File: src/rtl/aes_pkg.sv
// Shared AES datapath types: column width, byte/word types and the
// serializer state encoding.
package aes_pkg;

    localparam int Nb = 4;

    typedef logic [7:0] byte_t;
    typedef byte_t [Nb-1:0] word_t;

    typedef enum logic {
        IDLE,
        SHIFT
    } state_e;

    localparam logic [1:0] LAST_IDX = 2'(Nb - 1);

    function automatic logic [1:0] idx_inc(input logic [1:0] idx);
        return idx + 2'd1;
    endfunction

endpackage

File: src/rtl/mod_word_hold.sv
// Valid-flagged one-word holding register with load and clear.
// Used as the prefetch slot of mod_reg4_4to1.
module mod_word_hold
    import aes_pkg::*;
(
    input  logic  clk,
    input  logic  reset,
    input  logic  load_i,
    input  logic  clear_i,
    input  word_t d_i,
    output logic  valid_o,
    output word_t q_o
);

    logic  valid_q, valid_d;
    word_t word_q, word_d;

    always_comb begin
        valid_d = valid_q;
        word_d  = word_q;
        if (load_i) begin
            valid_d = 1'b1;
            word_d  = d_i;
        end else if (clear_i) begin
            valid_d = 1'b0;
        end
    end

    always_ff @(posedge clk or posedge reset) begin
        if (reset) begin
            valid_q <= 1'b0;
            word_q  <= '0;
        end else begin
            valid_q <= valid_d;
            word_q  <= word_d;
        end
    end

    assign valid_o = valid_q;
    assign q_o     = word_q;

endmodule

File: src/rtl/mod_reg4_4to1.sv
// Word-to-byte serializer, element 0 first. Define
// MOD_REG4_4TO1_PREFETCH_EN for a one-word prefetch slot (zero-bubble streaming).
module mod_reg4_4to1
    import aes_pkg::*;
(
    input  logic  clk,
    input  logic  reset,
    input  logic  wr_en,
    input  word_t i,
    output logic  in_ready,
    output byte_t o,
    output logic  o_valid,
    output logic  o_last,
    input  logic  rd_en
);

    state_e     state_q, state_d;
    logic [1:0] idx_q, idx_d;
    word_t      sh_q, sh_d;
    byte_t      o_q, o_d;
    logic       ov_q, ov_d;
    logic       ol_q, ol_d;

    logic       wr_xfer;
    logic       rd_xfer;
    logic       done;
    logic       nxt_avail;
    word_t      nxt_word;
    logic       load_en;
    logic [1:0] idx_nxt;

    assign wr_xfer = wr_en && in_ready;
    assign rd_xfer = ov_q && rd_en;
    assign done    = (state_q == SHIFT) && rd_xfer && (idx_q == LAST_IDX);
    assign idx_nxt = idx_inc(idx_q);

`ifdef MOD_REG4_4TO1_PREFETCH_EN
    logic  hold_valid;
    word_t hold_q;
    logic  hold_load;
    logic  hold_clr;

    // Only words arriving mid-word are parked; at a word boundary
    // with an empty slot the input goes straight to the shifter.
    assign hold_load = wr_xfer && (state_q == SHIFT) && !done;
    assign hold_clr  = done && hold_valid;

    mod_word_hold u_hold (
        .clk     (clk),
        .reset   (reset),
        .load_i  (hold_load),
        .clear_i (hold_clr),
        .d_i     (i),
        .valid_o (hold_valid),
        .q_o     (hold_q)
    );

    assign in_ready  = !hold_valid;
    assign nxt_avail = hold_valid || wr_xfer;
    assign nxt_word  = hold_valid ? hold_q : i;
`else
    assign in_ready  = (state_q == IDLE);
    assign nxt_avail = wr_xfer;
    assign nxt_word  = i;
`endif

    assign load_en = ((state_q == IDLE) && wr_xfer) ||
                     (done && nxt_avail);

    always_comb begin
        state_d = state_q;
        idx_d   = idx_q;
        sh_d    = sh_q;
        o_d     = o_q;
        ov_d    = ov_q;
        ol_d    = ol_q;
        if (load_en) begin
            state_d = SHIFT;
            idx_d   = 2'd0;
            sh_d    = nxt_word;
            o_d     = nxt_word[0];
            ov_d    = 1'b1;
            ol_d    = 1'b0;
        end else if (done) begin
            state_d = IDLE;
            idx_d   = 2'd0;
            ov_d    = 1'b0;
            ol_d    = 1'b0;
        end else if ((state_q == SHIFT) && rd_xfer) begin
            idx_d = idx_nxt;
            o_d   = sh_q[idx_nxt];
            ol_d  = (idx_nxt == LAST_IDX);
        end
    end

    always_ff @(posedge clk or posedge reset) begin
        if (reset) begin
            state_q <= IDLE;
            idx_q   <= 2'd0;
            sh_q    <= '0;
            o_q     <= 8'h00;
            ov_q    <= 1'b0;
            ol_q    <= 1'b0;
        end else begin
            state_q <= state_d;
            idx_q   <= idx_d;
            sh_q    <= sh_d;
            o_q     <= o_d;
            ov_q    <= ov_d;
            ol_q    <= ol_d;
        end
    end

    assign o       = o_q;
    assign o_valid = ov_q;
    assign o_last  = ol_q;

endmodule

File: config.mk
export PLATFORM = sky130hd
export DESIGN_NAME = mod_reg4_4to1
export DESIGN_NICKNAME = d
export VERILOG_FILES = /design/src/rtl/aes_pkg.sv /design/src/rtl/mod_word_hold.sv /design/src/rtl/mod_reg4_4to1.sv
export SDC_FILE = /design/constraint.sdc
export NUM_CORES = 1
export LEC_CHECK = 0
export BUFFER_PORTS_ARGS = -buffer_cell sky130_fd_sc_hd__buf_2
export CAP_MARGIN = 5
export CELL_PAD_IN_SITES_DETAIL_PLACEMENT = 0
export CELL_PAD_IN_SITES_GLOBAL_PLACEMENT = 1
export CORE_UTILIZATION = 40
export DETAILED_ROUTE_END_ITERATION = 6
export PLACE_DENSITY = 0.81
export SYNTH_ARGS = -nofsm -noshare
export SYNTH_HDL_FRONTEND = slang
export SYNTH_HIERARCHICAL = 1
export SYNTH_SLANG_ARGS = --single-unit
File: constraint.sdc
create_clock -name clk -period 3.7 [get_ports clk]
set_input_delay 0.555 -clock clk [delete_from_list [all_inputs] [get_ports clk]]
set_output_delay 0.555 -clock clk [all_outputs]
set_load 0.05 [all_outputs]
# == After elaboration in Yosys (flattened, before gate mapping) ==
# Cells that the tools add are included.
# totals
reg_bits,44
input_bits,36
out_inout_bits,11
wordCells,38
# op_classes
add_sub_neg,1
magnitude_cmp,1
eq_ne,3
mux,13
bitwise,1
reduce_logical,11
# op_table
cell,n
8-bit two-way mux,4
8-bit binary-select mux with 2-bit select,1
1-bit logical AND,6
2-bit two-way mux,3
1-bit two-way mux,5
"2-bit == test, second input constant",2
2-bit nonzero test,2
"2-bit by 3-bit less-than comparator with 1-bit output, second input constant",1
3-bit nonzero test,1
"2-bit by 1-bit adder with 2-bit output, second input constant",1
"2-bit by 1-bit inequality test with 1-bit output, second input constant",1
2-bit AND reduction,1
1-bit logical OR,1
1-bit NOT,1

# == Depth between registers and ports, before layout ==
# Gate-level depths: netlist (run 1).
# logic_depth
word_depth,7
depth_mapped,7

# == Worst setup path before layout (run 1) ==
# No wires, ideal clock.
# synth_path
kind,register -> register
startpoint,register idx_q[0]
endpoint,register o_q[0] (netlist: o[0])
setup_ns,0.126
t_arrival_ns,1.840
required_ns,3.574
path_slack_ns,1.734
stages_incl_launch_ff,8
n_path_buf,2
synth_period_minus_slack_ns,1.966
path_cell_list,dfrtp_1 buf_6 inv_1 ha_1 clkbuf_1 mux4_2 and2_0 a221o_1
# synth_between
elab_chain_len,6
word_cells_on_any_way,13
# synth_rtl
element,line,text
from (decl),mod_reg4_4to1.sv:18,"logic [1:0] idx_q, idx_d;"
from (signal assigned),mod_reg4_4to1.sv:106,idx_q <= idx_d;
2-bit by 1-bit adder with 2-bit output / 2-bit == test (equally long branches),"aes_pkg.sv:18, mod_reg4_4to1.sv:34",
8-bit binary-select mux with 2-bit select / 1-bit logical AND (equally long branches),"mod_reg4_4to1.sv:91, mod_reg4_4to1.sv:34",
8-bit two-way mux (implied by the code) / 1-bit logical AND (equally long branches),"mod_reg4_4to1.sv:91, mod_reg4_4to1.sv:68",
8-bit two-way mux / 1-bit logical OR (equally long branches),"mod_reg4_4to1.sv:89, mod_reg4_4to1.sv:67",
8-bit two-way mux (tied with other cells),mod_reg4_4to1.sv:84,end else if (done) begin
8-bit two-way mux / 2-bit AND reduction (equally long branches),-,
to (signal assigned),mod_reg4_4to1.sv:101,o_q <= 8'h00;
to (signal assigned),mod_reg4_4to1.sv:108,o_q <= o_d;
to (decl),mod_reg4_4to1.sv:20,"byte_t o_q, o_d;"
# Several ways; a longest one is shown, not always the timed one. The select of a mux whose other input is x is not followed.
# A chain may end at the register's enable or synchronous reset.

# == Final worst setup path (run 1) ==
# layout_path
startpoint,register idx_q[0]
endpoint,register o_q[3] (netlist: o[3])
# Same word-level chain as after synthesis.

==> flow_metrics.tcl, run 1 <==
set metrics [dict create \
    status "complete, no violations" \
    cts_resized 0 \
    ir_drop_uv 391 \
    fmax_ghz 0.427 \
    hold_buffers 0 \
    first_pass_iters 4 \
    r2r_end "o[3]" \
    die_h_um 71.9 \
    tns_ps 0 \
    worst_path_largest_cell_delay_ps 740 \
    maxSlewHeadroom_pct 31.2 \
    cts_buffers 5 \
    drt_iter0_markers 50 \
    report.final.slew_viol_count 0 \
    clock_latency_ps 290 \
    crit_arrival_ps 2510 \
    via_per_inst 5.00 \
    syn_area_um2 1950 \
    synth_area_leaders "dfrtp_1 (56%), mux2_2 (18%), mux4_2 (6.9%)" \
    post_synth_num_cell_types 21 \
    netlist.area_leader.share_pct 56.3 \
    portBuffers 46 \
    die-width_um 71.9 \
    critPathKind "flop to flop" \
    holdCritPathClass "input pin to async pin" \
    cts_tree "built" \
    fin_nets 216 \
    cp_max_fo 12 \
    cpMaxStageDelayCell "dfrtp_1" \
    num_rows 25 \
    synth_top_cell_by_area "dfrtp_1" \
    fin_cells 246 \
    setup_viol 0 \
    ctsHtreeMaxLevel 2 \
    reg2reg_slack_ps 1360 \
    antenna_found_initial 0 \
    rr_startpoint "idx_q[0]" \
    routedWlPerCell_um 15.1 \
    syn_inst 133 \
    io_pins 47 \
    totalWireLength_um 3720 \
    multi_input_comb_area_um2 798 \
    path_cells "inv_1 > ha_1 > mux4_2 > and2_0 > a221o_1" \
    syn-mean-instance-area_um2 14.7 \
    max_cap_viol_count 0 \
    end_kind "flop" \
    synth_fp_nets 171 \
    dp.cells 238 \
    finClkSkew_ps 5.83 \
    final_area_um2 2330 \
    ys_seq_area_share_pct 56.3 \
    cts.reportedPaths.clkPinSlew_ps 80 \
    required_ps 3870 \
    grt.overflow.total 0 \
    rsz0062_at_grt "no" \
    dpl_cell_area_um2 2240 \
    clockBufferDepth 2 \
    grt_max_degree 45 \
    dp.final_hpwl_um 2580 \
    synth-seq-cells 44 \
    cellLeakagePower_nw 1.08 \
    drtAntennaViolNets 0 \
    clockRootBuffer "clkbuf_8" \
    grt_pass1_wl_um 6180 \
    tightestPinTransition_ps 1030 \
    ys_warn_count 6 \
    grt_usage_pct 15.9 \
    rr_worst_depth 5 \
    diodes 0 \
    post-cts-setup-buffers 0 \
    die_area_um2 5170 \
    clkSinkCount 44 \
    area_growth_pct 19.0 \
    hold_violations 0 \
    regArea_um2 1100 \
    vias 1230 \
    drc 0 \
    n_fill_cell 436 \
    drive_above_1_share_pct 50.8 \
    powerDensity_nw_per_um2 881 \
    timing.final.crit_share_pct 63.4 \
    grt_pass1_vias 1302 \
    gp_congestion 0.714 \
    final_util_pct 49.2 \
    initial_core_util_pct 41.4 \
    min_period_ps 2340 \
    cp-start-kind "flop" \
    coreArea_um2 4720 \
]
## synth_stat cells
master     number
dfrtp_1        44
mux2_2         31
a221o_1         7
nand2_1         7
and2_0          6
mux4_2          6
buf_2           5
inv_1           4
o21ai_0         4
clkbuf_1        3
ha_1            2
mux2i_1         2
mux4_1          2
nor2_1          2
nor2b_1         2
a2bb2oi_1       1
a31oi_1         1
and2_1          1
and3b_1         1
buf_6           1
nand3_1         1
## state kept, by name, summed over array words and instances, names as in the netlist
name	count
idx_q	2
o_valid	1
sh_q	32
o	8
o_last	1
## worst max-delay path: cells and delay by family (launching register included)
kind / cells / cell delay, ps
flops: 1 / 740
compound gates: 1 / 270
simple gates: 1 / 170
mux: 1 / 360
fa+ha+maj: 1 / 580
buf+inv: 1 / 100
## per-layer routing
metal	vias up	global-route usage (%)	wire length (µm)
met5	-	0	0
met4	0	4.58	20
met3	2	4.03	192
li1	570	-	-
met1	617	21.2	1740
met2	41	26.0	1770
## kinds of logic (layout without fill, tap and decap cells)
logic type               count (synthesis)  after routing  share of synthesized area (%)
flip-flops                              44             44                           56.3
adder cells (fa/ha/maj)                  2              2                           1.28
multiplexers                            41             41                           28.5
AND/OR/NAND/NOR                         20             20                           5.31
AO/OA/AOI/OAI                           13             13                           5.38
buffers and inverters                   13             59                           3.20
## final cells by class
cell class	instances	area share, %
Multi-Input combinational cell	76	34.3
Timing Repair Buffer	47	10.2
Clock buffer	8	3.87
Sequential cell	44	47.3
Inverter	4	0.646
Tap cell	67	3.60
## placed cells by master, fill, tap and decap left out, drive strengths merged
cell	instances
nand2	7
o21ai	4
inv	3
a2bb2oi	1
ha	2
buf	47
nand3	1
nor2b	2
and3b	1
and2	7
dfrtp	44
mux4	8
mux2	31
a31oi	1
mux2i	2
clkinv	1
nor2	2
a221o	7
clkbuf	8
## power breakdown
part | internal (W) | total, W | switching [W]
Clock | 0.000152 | 0.000303 | 0.000150
Sequential | 0.000717 | 0.000878 | 0.000161
Combinational | 0.000446 | 0.000870 | 0.000423
## worst max path at each step
stage	from	to	slack [ps]	cells past startpoint
2_1_floorplan	idx_q[0]	o[0]	1730	7
3_3_place_gp	idx_q[0]	o[0]	1330	5
3_5_place_dp	idx_q[0]	o[4]	1310	5
4_1_cts	idx_q[0]	o[3]	1280	5
5_1_grt	idx_q[0]	o[3]	1150	5
6_report	idx_q[0]	o[3]	1360	5
## metrics by stage
step / worst slack (ps) / total power (W) / hold WS, ps
2_1_floorplan: 1730 / 0.00157 / 472
3_5_place_dp: 1310 / 0.00177 / 491
4_1_cts: 1280 / 0.00208 / 404
5_1_grt: 1150 / 0.00219 / 435
6_report: 1360 / 0.00205 / 383
3_3_place_gp: 1330 / 0.00173 / 481
Power figures use the tool's default switching activity.
==> run 2: changes to the inputs <==
- ABC_AREA: unset -> 1
- CORE_UTILIZATION: 40 -> 36
- PLACE_DENSITY: 0.81 -> 0.83
- clock period: 3.7 -> 1.89 ns (I/O delays scaled with it)
==> run 2 against run 1 <==
Effect of this change: routed wire length up 25%; clock power up 110%; utilization down 4.2 points; cell area up 9.8%; critical path depth up 2; clock skew down 2.1 ps; area after synthesis up 11%; highest routed layer unchanged.
==> flow_metrics.tcl, run 2 <==
set metrics [dict create \
    drtAntennaViolNets 0 \
    synth-seq-cells 44 \
    ys_warn_count 6 \
    post-cts-setup-buffers 0 \
    synth_enable_flop_cells 0 \
    status "complete, no violations" \
    final_cell_mix "nand2_1 (86), buf_2 (46), dfrtp_1 (44)" \
    num_rows 27 \
    grt.overflow.total 0 \
    min_period_ps 1460 \
    drt_iter0_markers 62 \
    gp_congestion 0.827 \
    drc 0 \
    vias 1810 \
    die-width_um 79.8 \
    io_pins 47 \
    clockRootBuffer "clkbuf_8" \
    cp_top_family "flip-flops" \
    hold_buffers 0 \
    grt_max_degree 32 \
    synth_top_cell_by_area "dfrtp_1" \
    syn-mean-instance-area_um2 8.31 \
    cp-start-kind "flop" \
    via_per_inst 4.73 \
    cts_resized 0 \
    cellLeakagePower_nw 1.41 \
    synth_fp_nets 300 \
    tightestPinTransition_ps 423 \
    ir_drop_uv 792 \
    fin_nets 349 \
    critPathKind "flop to flop" \
    report.final.slew_viol_count 0 \
    holdCritPathClass "input pin to async pin" \
    synth_flop_cell "dfrtp_1" \
    dp.final_hpwl_um 3340 \
    coreArea_um2 5680 \
    initial_core_util_pct 38.4 \
    cpMaxStageDelayCell "dfrtp_1" \
    ctsHtreeMaxLevel 2 \
    grt_usage_pct 16.4 \
    diodes 0 \
    drive_above_1_share_pct 28.3 \
    antenna_found_initial 0 \
    synth_common_cells "nand2_1 (86), dfrtp_1 (44), inv_1 (42), nand3_1 (20), o21ai_2 (14)" \
    post_synth_num_cell_types 19 \
    setup_viol 0 \
    finClkSkew_ps 3.68 \
    die_h_um 79.8 \
    cts_buffers 5 \
    clkSinkCount 44 \
    timing.critical_path.mode_cell "nand2_1" \
    crit_arrival_ps 1660 \
    cp_max_fo 9 \
    max_cap_viol_count 0 \
    totalWireLength_um 4660 \
    path_cells "inv_4 > ha_1 > clkinv_1 > nand3_1 > nand2_1 > nand2_1 > nand2_1" \
    netlist.area_leader.share_pct 50.5 \
    clock_latency_ps 300 \
    largest_reg_flops 32 \
    finalPower_w 0.00448 \
    maxSlewHeadroom_pct 71.8 \
    first_pass_iters 4 \
    die_area_um2 6370 \
    powerDensity_nw_per_um2 1760 \
    grt_pass1_vias 1731 \
    cts_tree "built" \
    timing.final.crit_share_pct 77.5 \
    layout_commonest_cell "nand2_1" \
    syn_area_um2 2180 \
    worst_path_largest_cell_delay_ps 460 \
    rsz0062_at_grt "no" \
    top_register "sh_q" \
    routedWlPerCell_um 12.2 \
    tns_ps 0 \
    n_fill_cell 625 \
    area_growth_pct 17.3 \
    synth.most_common_cell "nand2_1" \
    clockBufferDepth 2 \
    syn_inst 262 \
    portBuffers 46 \
    end_kind "flop" \
    fmax_ghz 0.683 \
    synth_area_leaders "dfrtp_1 (51%), nand2_1 (15%), inv_1 (7.2%)" \
    synthArstFlopShare_pct 100 \
    hold_violations 0 \
    grt_pass1_wl_um 7800 \
    required_ps 2080 \
    cts.reportedPaths.clkPinSlew_ps 80 \
    crit_buf_inv 2 \
    ys_seq_area_share_pct 50.5 \
]
==> run 2: cell count changes after synthesis, sizes merged, moves of 7 or more <==
cell    delta
mux4       -8
inv       +41
a221o      -7
mux2      -31
nor2       +7
nand3     +19
a21oi      +8
o21ai     +22
nand2     +81
o21bai     +8
and2       -7
==> run 2: power by group <==
part	switching, W	total [W]	leakage [nW]	internal (W)
Combinational	0.00149	0.00226	0.827	0.000766
Clock	0.000317	0.000643	0.0503	0.000326
Sequential	0.000177	0.00158	0.534	0.00141
==> run 2: kinds of logic (layout without fill, tap and decap cells) <==
| family | Yosys count | after routing | synth area share [%] |
|---|---|---|---|
| flops | 44 | 44 | 50.5 |
| simple gates | 117 | 117 | 21.7 |
| buf+inv | 57 | 106 | 12.3 |
| compound gates | 42 | 42 | 14.4 |
| fa+ha+maj | 2 | 2 | 1.15 |
==> run 2: layout make-up <==
class	count	area [µm²]	share of cell area [%]
clock buffers	7	96.3	3.77
inverters	46	175	6.86
multi-input cells	161	810	31.7
flip-flops and latches	44	1100	43.1
well taps	72	90.1	3.53
repair buffers	53	283	11.1
==> run 2: worst register-to-register path, stage by stage, from the launching register on <==
cell and delay, ps:
dfrtp_1 460, inv_4 40, ha_1 300, clkinv_1 230, nand3_1 170, nand2_1 60, nand2_1 50, nand2_1 50
==> run 2: final timing paths <==
kind | from | to | slack [ps] | cells after the start
min | reset | sh_q[26] | 60 | 3
max in group asynchronous | reset | sh_q[19] | 1290 | 4
max reg2reg | idx_q[0] | o[0] | 430 | 7
min in group clk | i[8] | sh_q[8] | 190 | 3
max | idx_q[0] | o[0] | 430 | 7
min reg2reg | o[2] | o[2] | 490 | 2
==> run 2: routing by layer <==
| layer | global-route usage, % | wire (µm) |
|---|---|---|
| met5 | 0 | 0 |
| met2 | 26.9 | 2260 |
| met4 | 6.61 | 91 |
| met3 | 3.31 | 204 |
| met1 | 20.9 | 2100 |
==> run 2: stage by stage <==
stage | setup WS (ps) | cell area, µm² | util (%) | std cells | hold slack, ps
after floorplan | 229 | 2180 | - | 262 | 404
after global placement | 464 | 2460 | 43.3 | 376 | 390
after detailed placement | 425 | 2460 | 43.3 | 376 | 392
after CTS | 412 | 2550 | 45.0 | 383 | 71.8
after global routing | 307 | 2550 | 45.0 | 383 | 99.7
final | 426 | 2550 | 45.0 | 383 | 60.6
